$ cat src/rtl/reloj_div_pkg.sv
`default_nettype none
// ============================================================================
// Module      : reloj_div_pkg
// Description : Shared state encoding and defaults for the reloj_div divider.
// Revision    : 1.0 - initial release
// ============================================================================
package reloj_div_pkg;

    typedef logic [0:0] state_t;

    localparam state_t c_st_parked = 1'b0;
    localparam state_t c_st_run    = 1'b1;

    // Half-period used when div_half is programmed to zero; must be >= 1.
    localparam int c_def_half = 1;

endpackage : reloj_div_pkg
`default_nettype wire

$ cat src/rtl/reloj_div.sv
`default_nettype none
// ============================================================================
// Module      : reloj_div
// Description : Resettable 50%-duty clock divider with runtime half-period,
//               registered edge ticks, rise counter and running flag.
// Revision    : 1.0 - initial release
// ============================================================================
module reloj_div
    import reloj_div_pkg::*;
#(
    parameter int CNT_W    = 8,
    parameter int CYC_W    = 16,
    parameter int DEF_HALF = c_def_half
) (
    input  logic             CLK,
    input  logic             reset,
    input  logic             enable,
    input  logic [CNT_W-1:0] div_half,
    output logic             clk_out,
    output logic             tick_rise,
    output logic             tick_fall,
    output logic [CYC_W-1:0] cycle_count,
    output logic             running
);

    localparam logic [CNT_W-1:0] c_def_half_w = CNT_W'(DEF_HALF);
    localparam logic [CNT_W-1:0] c_cnt_one    = CNT_W'(1);
    localparam logic [CYC_W-1:0] c_cyc_one    = CYC_W'(1);

    state_t           r_state;
    logic [CNT_W-1:0] r_cnt;
    logic [CNT_W-1:0] r_half;
    logic             r_first;
    logic             r_clk;
    logic             r_tick_rise;
    logic             r_tick_fall;
    logic [CYC_W-1:0] r_cyc;

    state_t           w_state_nxt;
    logic [CNT_W-1:0] w_cnt_nxt;
    logic [CNT_W-1:0] w_half_nxt;
    logic             w_clk_nxt;
    logic             w_rise;
    logic             w_fall;
    logic             w_go;
    logic [CNT_W-1:0] w_div_eff;
    logic [CNT_W-1:0] w_half;
    logic [CNT_W-1:0] w_cur;
    logic             w_hit;

    assign w_div_eff = (div_half == '0) ? c_def_half_w : div_half;
    // The first edge after reset release uses div_half directly and latches it,
    // so the reset path never has to load a value from an input pin.
    assign w_half    = r_first ? w_div_eff : r_half;
    // Entering RUN counts the entering edge as count 0.
    assign w_cur     = (r_state == c_st_run) ? r_cnt : '0;
    assign w_hit     = (w_cur == (w_half - c_cnt_one));

    always_comb begin
        w_state_nxt = r_state;
        w_cnt_nxt   = r_cnt;
        w_half_nxt  = w_half;
        w_clk_nxt   = r_clk;
        w_rise      = 1'b0;
        w_fall      = 1'b0;
        w_go        = 1'b0;

        case (r_state)
            c_st_parked: begin
                w_cnt_nxt = '0;
                if (enable) begin
                    w_state_nxt = c_st_run;
                    w_go        = 1'b1;
                end
            end
            c_st_run: begin
                // Low phase with enable dropped: park at once, nothing to finish.
                if (!r_clk && !enable) begin
                    w_state_nxt = c_st_parked;
                    w_cnt_nxt   = '0;
                end else begin
                    w_go = 1'b1;
                end
            end
            default: begin
                w_state_nxt = c_st_parked;
                w_cnt_nxt   = '0;
            end
        endcase

        if (w_go) begin
            if (w_hit) begin
                w_cnt_nxt = '0;
                w_clk_nxt = ~r_clk;
                if (!r_clk) begin
                    w_rise = 1'b1;
                end else begin
                    w_fall     = 1'b1;
                    w_half_nxt = w_div_eff;
                    if (!enable) begin
                        w_state_nxt = c_st_parked;
                    end
                end
            end else begin
                w_cnt_nxt = w_cur + c_cnt_one;
            end
        end
    end

    always_ff @(posedge CLK or negedge reset) begin
        if (!reset) begin
            r_state     <= c_st_parked;
            r_cnt       <= '0;
            r_half      <= c_def_half_w;
            r_first     <= 1'b1;
            r_clk       <= 1'b0;
            r_tick_rise <= 1'b0;
            r_tick_fall <= 1'b0;
            r_cyc       <= '0;
        end else begin
            r_state     <= w_state_nxt;
            r_cnt       <= w_cnt_nxt;
            r_half      <= w_half_nxt;
            r_first     <= 1'b0;
            r_clk       <= w_clk_nxt;
            r_tick_rise <= w_rise;
            r_tick_fall <= w_fall;
            if (w_rise) begin
                r_cyc <= r_cyc + c_cyc_one;
            end
        end
    end

    assign clk_out     = r_clk;
    assign tick_rise   = r_tick_rise;
    assign tick_fall   = r_tick_fall;
    assign cycle_count = r_cyc;
    assign running     = (r_state == c_st_run);

endmodule : reloj_div
`default_nettype wire

$ cat config.mk
export PLATFORM = sky130hd
export DESIGN_NAME = reloj_div
export DESIGN_NICKNAME = d
export VERILOG_FILES = /design/src/rtl/reloj_div_pkg.sv /design/src/rtl/reloj_div.sv
export SDC_FILE = /design/constraint.sdc
export NUM_CORES = 1
export LEC_CHECK = 0
export CAP_MARGIN = 5
export CELL_PAD_IN_SITES_DETAIL_PLACEMENT = 1
export CELL_PAD_IN_SITES_GLOBAL_PLACEMENT = 1
export CORE_AREA = 2 2 71 73
export CTS_BUF_LIST = sky130_fd_sc_hd__clkbuf_2 sky130_fd_sc_hd__clkbuf_4 sky130_fd_sc_hd__clkbuf_8
export DETAILED_ROUTE_END_ITERATION = 6
export DIE_AREA = 0 0 73 75
export GPL_TIMING_DRIVEN = 0
export HOLD_SLACK_MARGIN = 0.03
export PLACE_DENSITY = 0.84
export SYNTH_ARGS = -nofsm -noshare
export SYNTH_HDL_FRONTEND = slang
export SYNTH_SLANG_ARGS = --single-unit
export TNS_END_PERCENT = 20
$ cat constraint.sdc
create_clock -name CLK -period 7.3 [get_ports CLK]
set_input_delay 1.825 -clock CLK [delete_from_list [all_inputs] [get_ports CLK]]
set_output_delay 1.825 -clock CLK [all_outputs]
set_load 0.05 [all_outputs]
==> results.ini <==
[outcome]
status = finished, final reports clean

[worst_setup_path]
crit_chain = clkdlybuf4s50_1 -> or4_4 -> o21ai_4 -> inv_1 -> ha_1 -> nor4bb_1 -> o22ai_1 -> xnor2_1 -> or4b_1 -> or3_1 -> buf_2 -> nor2_2 -> mux2_1
crit_path_max_fanout = 10
criticalPathCategory = in2reg
r2r-end = cycle_count[1]$_DFFE_PN0P_
worst-path-stages = 13
critPathArrivalTime_ns = 5.64
crit_slowest_cell = or4_4
crit_start = div_half[2]
worstRegToRegCells = 14
r2r_slack_ns = 3.27
start_kind = input port
rr_startpoint = r_first$_DFF_PN1_
worstSetupEndpointType = flip-flop
crit_buf_inv = 3
max_stage_delay_ns = 0.61
crit_family = simple AND/OR/NAND/NOR gates
required_ns = 7.48

[min_path]
hold-path-cell-count = 1
holdCritStartpoint = cycle_count[15]$_DFFE_PN0P_
min_to = cycle_count[15]$_DFFE_PN0P_
hp-class = reg2reg

[global_route]
grt_overflow = 0
groute.usage.overall_pct = 22.7
grt_pass1_wl_um = 9470
grt_pass1_vias = 1918
antenna_found_initial = 0
grt_start_max_net_pins = 38

[synth]
synth_cell_types = 48
syn-num-nets = 223
async_reset_ff_share_pct = 100
synth_edf_count = 0
synth_seq_cells = 37
yosys_warnings = 0
syn_inst = 209
seq_area_frac_synth_pct = 42.9
postSynthAreaPerCell_um2 = 10.4
synthFlopType = dfrtp_1
netlist_area_um2 = 2160

[power]
seqPwrFrac_pct = 44.2
pwr-share-comb_pct = 20.9
internal_power_w = 0.000361
total_power_w = 0.000519
ir_worst_vdd_uv = 106
p_sw_w = 0.000158
swShare_pct = 30.5
p_clk_share_pct = 35.0
leakagePower_nw = 1.13
power_density_nw_per_um2 = 196

[cells_and_area]
n_fill_cell = 519
final_common_cell = dfrtp_1
drive_gt1_share_pct = 13.0
diodes = 0
fin_nets = 260
mostFrequentLayoutCells = 35 x dfrtp_1, 29 x clkdlybuf4s50_1, 21 x nor3_1, 21 x xor2_1, 10 x mux2i_1
syn2layout_area_growth_pct = 22.1

[cts]
cts_setup_buffers = 0
clockRootBuffer = clkbuf_8
cts_tree = done
cts_made_buffers = 5
htree_levels = 2
ctsHoldBuffers = 0
clk_pin_slew_ns = 0.08
insertion_delay_ns = 0.29
clockBufferDepth = 2
cts.sinks = 37
cts.repair.resized = 0

[timing]
setup_viol = 0
max_freq_ghz = 0.183
tightest_slew_ns = 0.849
final.min_clock_period_ns = 5.45
rsz0062_at_grt = no
clock_skew_ns = 0.00526
timing.setup.tns_ns = 0
relSlewSlack_pct = 43.4
hold_viol = 0
finalCritPeriodShare_pct = 74.7
drv_slew = 0

[detailed_routing]
wl_um = 5500
antenna_left = 0
post_drt_wl_per_cell_um = 18.3
vias = 1797
drc_errors = 0
vias_per_cell = 5.97
drt_iter0_markers = 97
firstDrtPassIters = 4

[die]
dieArea_um2 = 5480
core-area_um2 = 4660
start_util_pct = 46.4
rows = 25
die_h_um = 75
ios = 31
die_x_um = 73

[job]
maxCapViolCount = 0

[placed_design]
dp_hpwl_um = 3960
portBuffers = 30
gp_congestion = 0.833

==> worst reg2reg max path: cells and delay by family (launching register included) <==
| family | cells | cell delay, ns |
|---|---|---|
| and+or+nand+nor | 4 | 1.30 |
| buffers and inverters | 4 | 0.70 |
| muxes | 2 | 0.62 |
| DFF | 1 | 0.52 |
| AOI/OAI and AO/OA | 2 | 0.32 |
| adders and majority gates | 1 | 0.28 |
| xor gates and xnor gates | 1 | 0.18 |
==> cells in the mapped netlist, types with 5 or more instances <==
| cell | count | area share (%) |
|---|---|---|
| nor3_1 | 21 | 4.9 |
| xor2_1 | 21 | 8.5 |
| and3_1 | 5 | 1.4 |
| dfrtp_1 | 35 | 40 |
| mux2i_1 | 10 | 4.6 |
| inv_1 | 5 | 0.87 |
| nor4_1 | 6 | 1.7 |
| nand4_1 | 8 | 2.3 |
| nand2_1 | 9 | 1.6 |
| nor2_1 | 8 | 1.4 |
| xnor2_1 | 8 | 3.2 |
| nand3_1 | 7 | 1.6 |
==> power groups by stage <==
| stage | combinational [W] | clock [W] | sequential (W) |
|---|---|---|---|
| detailed placement | 0.000107 | 0 | 0.000233 |
| global route | 0.000119 | 0.000194 | 0.000231 |
| floorplan | 0.0000580 | 0 | 0.000244 |
| finish | 0.000108 | 0.000181 | 0.000229 |
| CTS | 0.000108 | 0.000186 | 0.000229 |
| global placement | 0.000104 | 0 | 0.000232 |
==> worst max path at each step <==
stage                                  to  slack (ns)
2_1_floorplan  cycle_count[1]$_DFFE_PN0P_        2.51
3_3_place_gp   cycle_count[1]$_DFFE_PN0P_        1.62
3_5_place_dp   cycle_count[1]$_DFFE_PN0P_        1.57
4_1_cts        cycle_count[1]$_DFFE_PN0P_        1.88
5_1_grt        cycle_count[1]$_DFFE_PN0P_        1.70
6_report       cycle_count[1]$_DFFE_PN0P_        1.85
==> final cells by class <==
| type | instances | area, um2 | area share (%) |
|---|---|---|---|
| plain buffers | 9 | 46.3 | 1.75 |
| clock buffers | 5 | 68.8 | 2.60 |
| clock inverters | 3 | 46.3 | 1.75 |
| inverters | 5 | 18.8 | 0.710 |
| multi-input cells | 158 | 1170 | 44.3 |
| flip-flops and latches | 37 | 928 | 35.1 |
| well taps | 54 | 67.6 | 2.56 |
| repair buffers | 30 | 295 | 11.2 |
==> flip-flops by register name, summed over array words and instances, names as in the netlist <==
| name | flops |
|---|---|
| r_first | 1 |
| clk_out | 1 |
| cycle_count | 16 |
| tick_rise | 1 |
| tick_fall | 1 |
| r_half | 8 |
| running | 1 |
| r_cnt | 8 |
==> layer usage <==
metal | part of all wire (%) | track usage [%]
met4 | 1.7 | 7.20
met3 | 3.2 | 4.02
met1 | 46 | 30.4
met5 | 0 | 0
met2 | 49 | 37.5
==> per-stage QoR <==
stage	std cells	area, um2	util [%]	hold WS, ns	setup WS [ns]
CTS	301	2640	56.7	0.477	1.88
finish	301	2640	56.7	0.473	1.85
global route	301	2640	56.7	0.495	1.70
global placement	293	2530	54.3	0.459	1.62
detailed placement	293	2530	54.2	0.463	1.57
floorplan	209	2160	-	0.457	2.51
==> cell families after synthesis <==
family / Yosys count / share of synthesized area [%]
and+or+nand+nor: 89 / 24.8
DFF: 37 / 42.9
xor gates and xnor gates: 29 / 11.7
AOI/OAI and AO/OA: 18 / 6.01
muxes: 18 / 9.65
buffers and inverters: 14 / 3.01
adders and majority gates: 3 / 1.73
other: 1 / 0.173
(Power assumes the default switching activity.)
